$ cat src/rtl/vga_timing_gen_param.sv
// Parameterised VGA timing generator: pixel/line counters, scaled fetch coordinates,
// and a two-stage output pipeline that keeps colour, syncs and enable aligned.
module vga_timing_gen_param #(
    parameter int unsigned H_ACTIVE   = 800,
    parameter int unsigned H_FP       = 40,
    parameter int unsigned H_SYNC     = 128,
    parameter int unsigned H_BP       = 88,
    parameter int unsigned V_ACTIVE   = 600,
    parameter int unsigned V_FP       = 1,
    parameter int unsigned V_SYNC     = 4,
    parameter int unsigned V_BP       = 23,
    parameter bit          HSYNC_POL  = 1'b1,
    parameter bit          VSYNC_POL  = 1'b1,
    parameter int unsigned COLOR_BITS = 2,
    parameter int unsigned SCALE_X    = 4,
    parameter int unsigned SCALE_Y    = 4,
    localparam int unsigned XW = (H_ACTIVE / SCALE_X > 1) ? $clog2(H_ACTIVE / SCALE_X) : 1,
    localparam int unsigned YW = (V_ACTIVE / SCALE_Y > 1) ? $clog2(V_ACTIVE / SCALE_Y) : 1
) (
    input  logic                  i_clk,
    input  logic                  i_rst_n,
    input  logic [COLOR_BITS-1:0] i_red,
    input  logic [COLOR_BITS-1:0] i_green,
    input  logic [COLOR_BITS-1:0] i_blue,
    output logic                  o_fetch,
    output logic [XW-1:0]         o_x,
    output logic [YW-1:0]         o_y,
    output logic [COLOR_BITS-1:0] o_red,
    output logic [COLOR_BITS-1:0] o_green,
    output logic [COLOR_BITS-1:0] o_blue,
    output logic                  o_hsync,
    output logic                  o_vsync,
    output logic                  o_de,
    output logic                  o_frame_start
);

    localparam int unsigned H_TOTAL = H_ACTIVE + H_FP + H_SYNC + H_BP;
    localparam int unsigned V_TOTAL = V_ACTIVE + V_FP + V_SYNC + V_BP;
    localparam int unsigned HCW     = $clog2(H_TOTAL + 1);
    localparam int unsigned VCW     = $clog2(V_TOTAL + 1);
    localparam int unsigned SXW     = (SCALE_X > 1) ? $clog2(SCALE_X) : 1;
    localparam int unsigned SYW     = (SCALE_Y > 1) ? $clog2(SCALE_Y) : 1;

    // Async assert, synchronous release of the internal reset
    logic [1:0] rst_sync;
    logic       rst_s;

    always_ff @(posedge i_clk or negedge i_rst_n) begin
        if (!i_rst_n) rst_sync <= '0;
        else          rst_sync <= {rst_sync[0], 1'b1};
    end

    assign rst_s = rst_sync[1];

    logic [HCW-1:0] hc;
    logic [VCW-1:0] vc;
    logic [SXW-1:0] xsub;
    logic [SYW-1:0] ysub;
    logic [XW-1:0]  xq;
    logic [YW-1:0]  yq;
    logic           h_wrap;
    logic           v_wrap;
    logic           active;
    logic           hs_on;
    logic           vs_on;
    logic           origin;

    assign h_wrap = (hc == HCW'(H_TOTAL - 1));
    assign v_wrap = (vc == VCW'(V_TOTAL - 1));
    assign active = (hc < HCW'(H_ACTIVE)) && (vc < VCW'(V_ACTIVE));
    assign hs_on  = (hc >= HCW'(H_ACTIVE + H_FP)) && (hc < HCW'(H_ACTIVE + H_FP + H_SYNC));
    assign vs_on  = (vc >= VCW'(V_ACTIVE + V_FP)) && (vc < VCW'(V_ACTIVE + V_FP + V_SYNC));
    assign origin = (hc == '0) && (vc == '0);

    // Raster counters; xq/yq track hc/SCALE_X and vc/SCALE_Y without division
    always_ff @(posedge i_clk or negedge rst_s) begin
        if (!rst_s) begin
            hc   <= '0;
            vc   <= '0;
            xsub <= '0;
            ysub <= '0;
            xq   <= '0;
            yq   <= '0;
        end else if (h_wrap) begin
            hc   <= '0;
            xsub <= '0;
            xq   <= '0;
            if (v_wrap) begin
                vc   <= '0;
                ysub <= '0;
                yq   <= '0;
            end else begin
                vc <= vc + VCW'(1);
                if (vc < VCW'(V_ACTIVE - 1)) begin
                    if (ysub == SYW'(SCALE_Y - 1)) begin
                        ysub <= '0;
                        yq   <= yq + YW'(1);
                    end else begin
                        ysub <= ysub + SYW'(1);
                    end
                end
            end
        end else begin
            hc <= hc + HCW'(1);
            if (hc < HCW'(H_ACTIVE - 1)) begin
                if (xsub == SXW'(SCALE_X - 1)) begin
                    xsub <= '0;
                    xq   <= xq + XW'(1);
                end else begin
                    xsub <= xsub + SXW'(1);
                end
            end
        end
    end

    // Stage 1: fetch request and delayed timing terms
    logic de1;
    logic hs1;
    logic vs1;
    logic fs1;

    always_ff @(posedge i_clk or negedge rst_s) begin
        if (!rst_s) begin
            o_fetch <= 1'b0;
            o_x     <= '0;
            o_y     <= '0;
            de1     <= 1'b0;
            hs1     <= ~HSYNC_POL;
            vs1     <= ~VSYNC_POL;
            fs1     <= 1'b0;
        end else begin
            o_fetch <= active;
            de1     <= active;
            if (active) begin
                o_x <= xq;
                o_y <= yq;
            end
            hs1 <= hs_on ? HSYNC_POL : ~HSYNC_POL;
            vs1 <= vs_on ? VSYNC_POL : ~VSYNC_POL;
            fs1 <= origin;
        end
    end

    // Stage 2: pins; colour is the pixel fetched during stage 1, blanked outside active
    always_ff @(posedge i_clk or negedge rst_s) begin
        if (!rst_s) begin
            o_red         <= '0;
            o_green       <= '0;
            o_blue        <= '0;
            o_hsync       <= ~HSYNC_POL;
            o_vsync       <= ~VSYNC_POL;
            o_de          <= 1'b0;
            o_frame_start <= 1'b0;
        end else begin
            o_red         <= de1 ? i_red   : '0;
            o_green       <= de1 ? i_green : '0;
            o_blue        <= de1 ? i_blue  : '0;
            o_hsync       <= hs1;
            o_vsync       <= vs1;
            o_de          <= de1;
            o_frame_start <= fs1;
        end
    end

endmodule

$ cat config.mk
export PLATFORM = sky130hd
export DESIGN_NAME = vga_timing_gen_param
export DESIGN_NICKNAME = d
export VERILOG_FILES = /design/src/rtl/vga_timing_gen_param.sv
export SDC_FILE = /design/constraint.sdc
export NUM_CORES = 1
export LEC_CHECK = 0
export CAP_MARGIN = 25
export CORE_ASPECT_RATIO = 0.6
export CORE_MARGIN = 2
export CORE_UTILIZATION = 45
export CTS_CLUSTER_DIAMETER = 80
export DETAILED_ROUTE_END_ITERATION = 12
export PLACE_DENSITY = 0.66
export SLEW_MARGIN = 20
export SYNTH_ARGS = -nofsm -noshare
export SYNTH_HDL_FRONTEND = slang
export SYNTH_SLANG_ARGS = --single-unit
$ cat constraint.sdc
create_clock -name i_clk -period 3.45 [get_ports i_clk]
set_input_delay 0.5175 -clock i_clk [delete_from_list [all_inputs] [get_ports i_clk]]
set_output_delay 0.5175 -clock i_clk [all_outputs]
set_load 0.005 [all_outputs]
==> results_dict.tcl <==
set metrics [dict create \
    yosys.area.top_type_share_pct 54.8 \
    ir_drop_uv 350 \
    cp_slowest_cell "or4_1" \
    initialDrtViolationCount 191 \
    outcome "finished clean" \
    grt_antenna_before_repair 0 \
    cts_buffer_depth 2 \
    clk_latency_ns 0.33 \
    cp_common_cell "and4_1" \
    syn_avg_cell_area_sq_um 11.2 \
    grt_pass1_wl_um 10800 \
    cp_slowest_stage_delay_ns 0.53 \
    hpwl_um 4360 \
    ios 35 \
    cts_setup_buffers 0 \
    synth_area_sq_um 3330 \
    hold_viol 0 \
    setup.reg_to_reg.worst_slack_ns 1.20 \
    synth_edf_count 0 \
    seq_area_frac_synth_pct 54.8 \
    first_pass_iters 4 \
    grt_usage_pct 17.3 \
    finalSetupTns_ns 0 \
    critPathCaptureType "flop" \
    via_count 2347 \
    diodes 0 \
    initial_core_util_pct 46.3 \
    worst-setup-path-type "flop to flop" \
    cts_sinks 73 \
    die_w_um 115 \
    synth_common_cells "73 x dfrtp_1, 21 x nand2_1, 20 x nor2_1, 16 x mux2_2" \
    drt.antenna.violating_nets 0 \
    slew_headroom_pct 47.9 \
    worst_slew_pin_slew_ns 0.774 \
    power.leakage_nw 1.81 \
    slew_violations 0 \
    wire_per_inst_um 14.6 \
    crit_buf_inv 0 \
    layout.nets 353 \
    totalWireLength_um 6280 \
    drive_gt1_share_pct 12.1 \
    pwr_density_cell_nw_per_um2 432 \
    critPathLaunchType "flop" \
    clk_pin_slew_ns 0.06 \
    rr_worst_depth 6 \
    synth_top_cell_by_area "dfrtp_1" \
    min_path_type "flop to asynchronous set/reset pin" \
    cts-buffers-inserted 9 \
    cp_top_family "simple AND/OR/NAND/NOR gates" \
    syn_inst 299 \
    syn-num-nets 317 \
    vias_per_cell 5.45 \
    grt_overflow 0 \
    htree_levels 3 \
    clock-skew-final_ns 0.00373 \
    cts_hold_buf 0 \
    core.rowCount 24 \
    worstReg2RegEnd "yq[3]" \
    fmax_ghz 0.444 \
    grt_pass1_vias 2155 \
    total_power_w 0.00175 \
    core_area_sq_um 7210 \
    cp.required_ns 3.72 \
    synth_flop_cell "dfrtp_1" \
    crit_path_max_fanout 13 \
    critPathArrivalTime_ns 2.52 \
    yosysWarnings 0 \
    post-route-util_pct 56.2 \
    async_flop_share_pct 100 \
    worstPathCellList "ha_1 -> and4_1 -> and4_1 -> nand2_2 -> or4_1 -> nand3_1" \
    fin_crit_ns 2.25 \
    drv_cap 0 \
    ctsResizeCount 0 \
    fin_crit_sh_pct 65.2 \
    io_buffers 34 \
    die_area_sq_um 8140 \
    r2r_start "hc[0]" \
    rsz0062_at_grt "false" \
    fp.dieH_um 70.7 \
    area_delta_synth_final_pct 21.5 \
    drc 0 \
    cts_tree "done" \
    synthTopCellsByArea "dfrtp_1 55%, mux2_2 5.4%, ha_1 3.8%" \
    clock-root-buffer "clkbuf_16" \
    finalSetupViolCount 0 \
    worst_hold_slack_ns 0.285 \
    grt_max_degree 46 \
    ys_types 49 \
    place.gp.congestion 0.825 \
    synth_most_common_cell "dfrtp_1" \
    synth-seq-cells 73 \
]
cell usage in the layout (no fill, tap or decap), types with 2 or more instances in the layout:
master and instances:
clkbuf_16 9, xnor2_1 13, nor2_1 20, o311ai_0 3
a21oi_1 11, and4_1 4, dfrtp_1 72, o2bb2ai_1 2
nand3b_1 2, clkbuf_8 2, nor3_1 7, and2_1 9
o31ai_1 4, xor2_1 5, nand2_1 21, mux2i_1 3
o21ai_1 2, ha_1 10, nand3_1 13, clkbuf_1 2
mux2_2 16, a211oi_1 3, nand2b_1 3, and3_1 7
nand4_1 9, nor4_1 4, or4_1 2, clkinv_2 3
a21o_1 4, o21ai_0 10, nor3b_1 2, clkdlybuf4s50_1 34
inv_1 8
final cells by class:
cell class / count / area [sq um]
tap: 91 / 114
sequential: 73 / 1830
clock buffer: 13 / 260
fill: 619 / 3160
clock inverter: 3 / 15.0
multi-input combinational: 206 / 1420
timing repair buffer: 37 / 379
inverter: 8 / 30.0
where the power goes:
group	switching [W]	leakage [nW]	internal (W)	total (W)
registers	0.00000721	0.957	0.000862	0.000869
logic	0.0000133	0.719	0.0000167	0.0000300
clock network	0.000329	0.139	0.000522	0.000850
how the worst max path moves through the flow:
stage	start	to	slack, ns	depth (start not counted)
finish	hc[0]	yq[3]	1.20	6
global placement	hc[0]	yq[3]	1.31	6
global route	hc[0]	yq[3]	1.03	6
floorplan	rst_sync[1]	de1	1.27	0
detailed placement	hc[0]	yq[3]	1.21	6
CTS	hc[0]	yq[3]	1.20	6
layer usage:
metal	part of all wire (%)	track usage, %
met5	0	0
met4	1.2	5.62
met3	5.4	6.34
met2	41	21.8
met1	53	27.2
sequential cells by signal, summed over array words and instances (netlist names), 8 cells and up:
name  count
o_x       8
hc       11
vc       10
yq        8
xq        8
o_y       8
kinds of logic after synthesis:
family                     synth area share (%)
AOI/OAI and AO/OA                          9.46
xor gates and xnor gates                   4.73
adders and majority gates                  3.75
buffers and inverters                      2.51
DFF                                        54.8
muxes                                      6.30
other                                     0.112
and+or+nand+nor                            18.3
stage by stage:
step	cell area, sq um	worst slack (ns)	std cells
global placement	3760	1.31	414
CTS	4040	1.20	430
finish	4050	1.20	431
floorplan	3330	1.27	299
global route	4050	1.03	431
detailed placement	3760	1.21	414
Power figures use the tool's default switching activity.
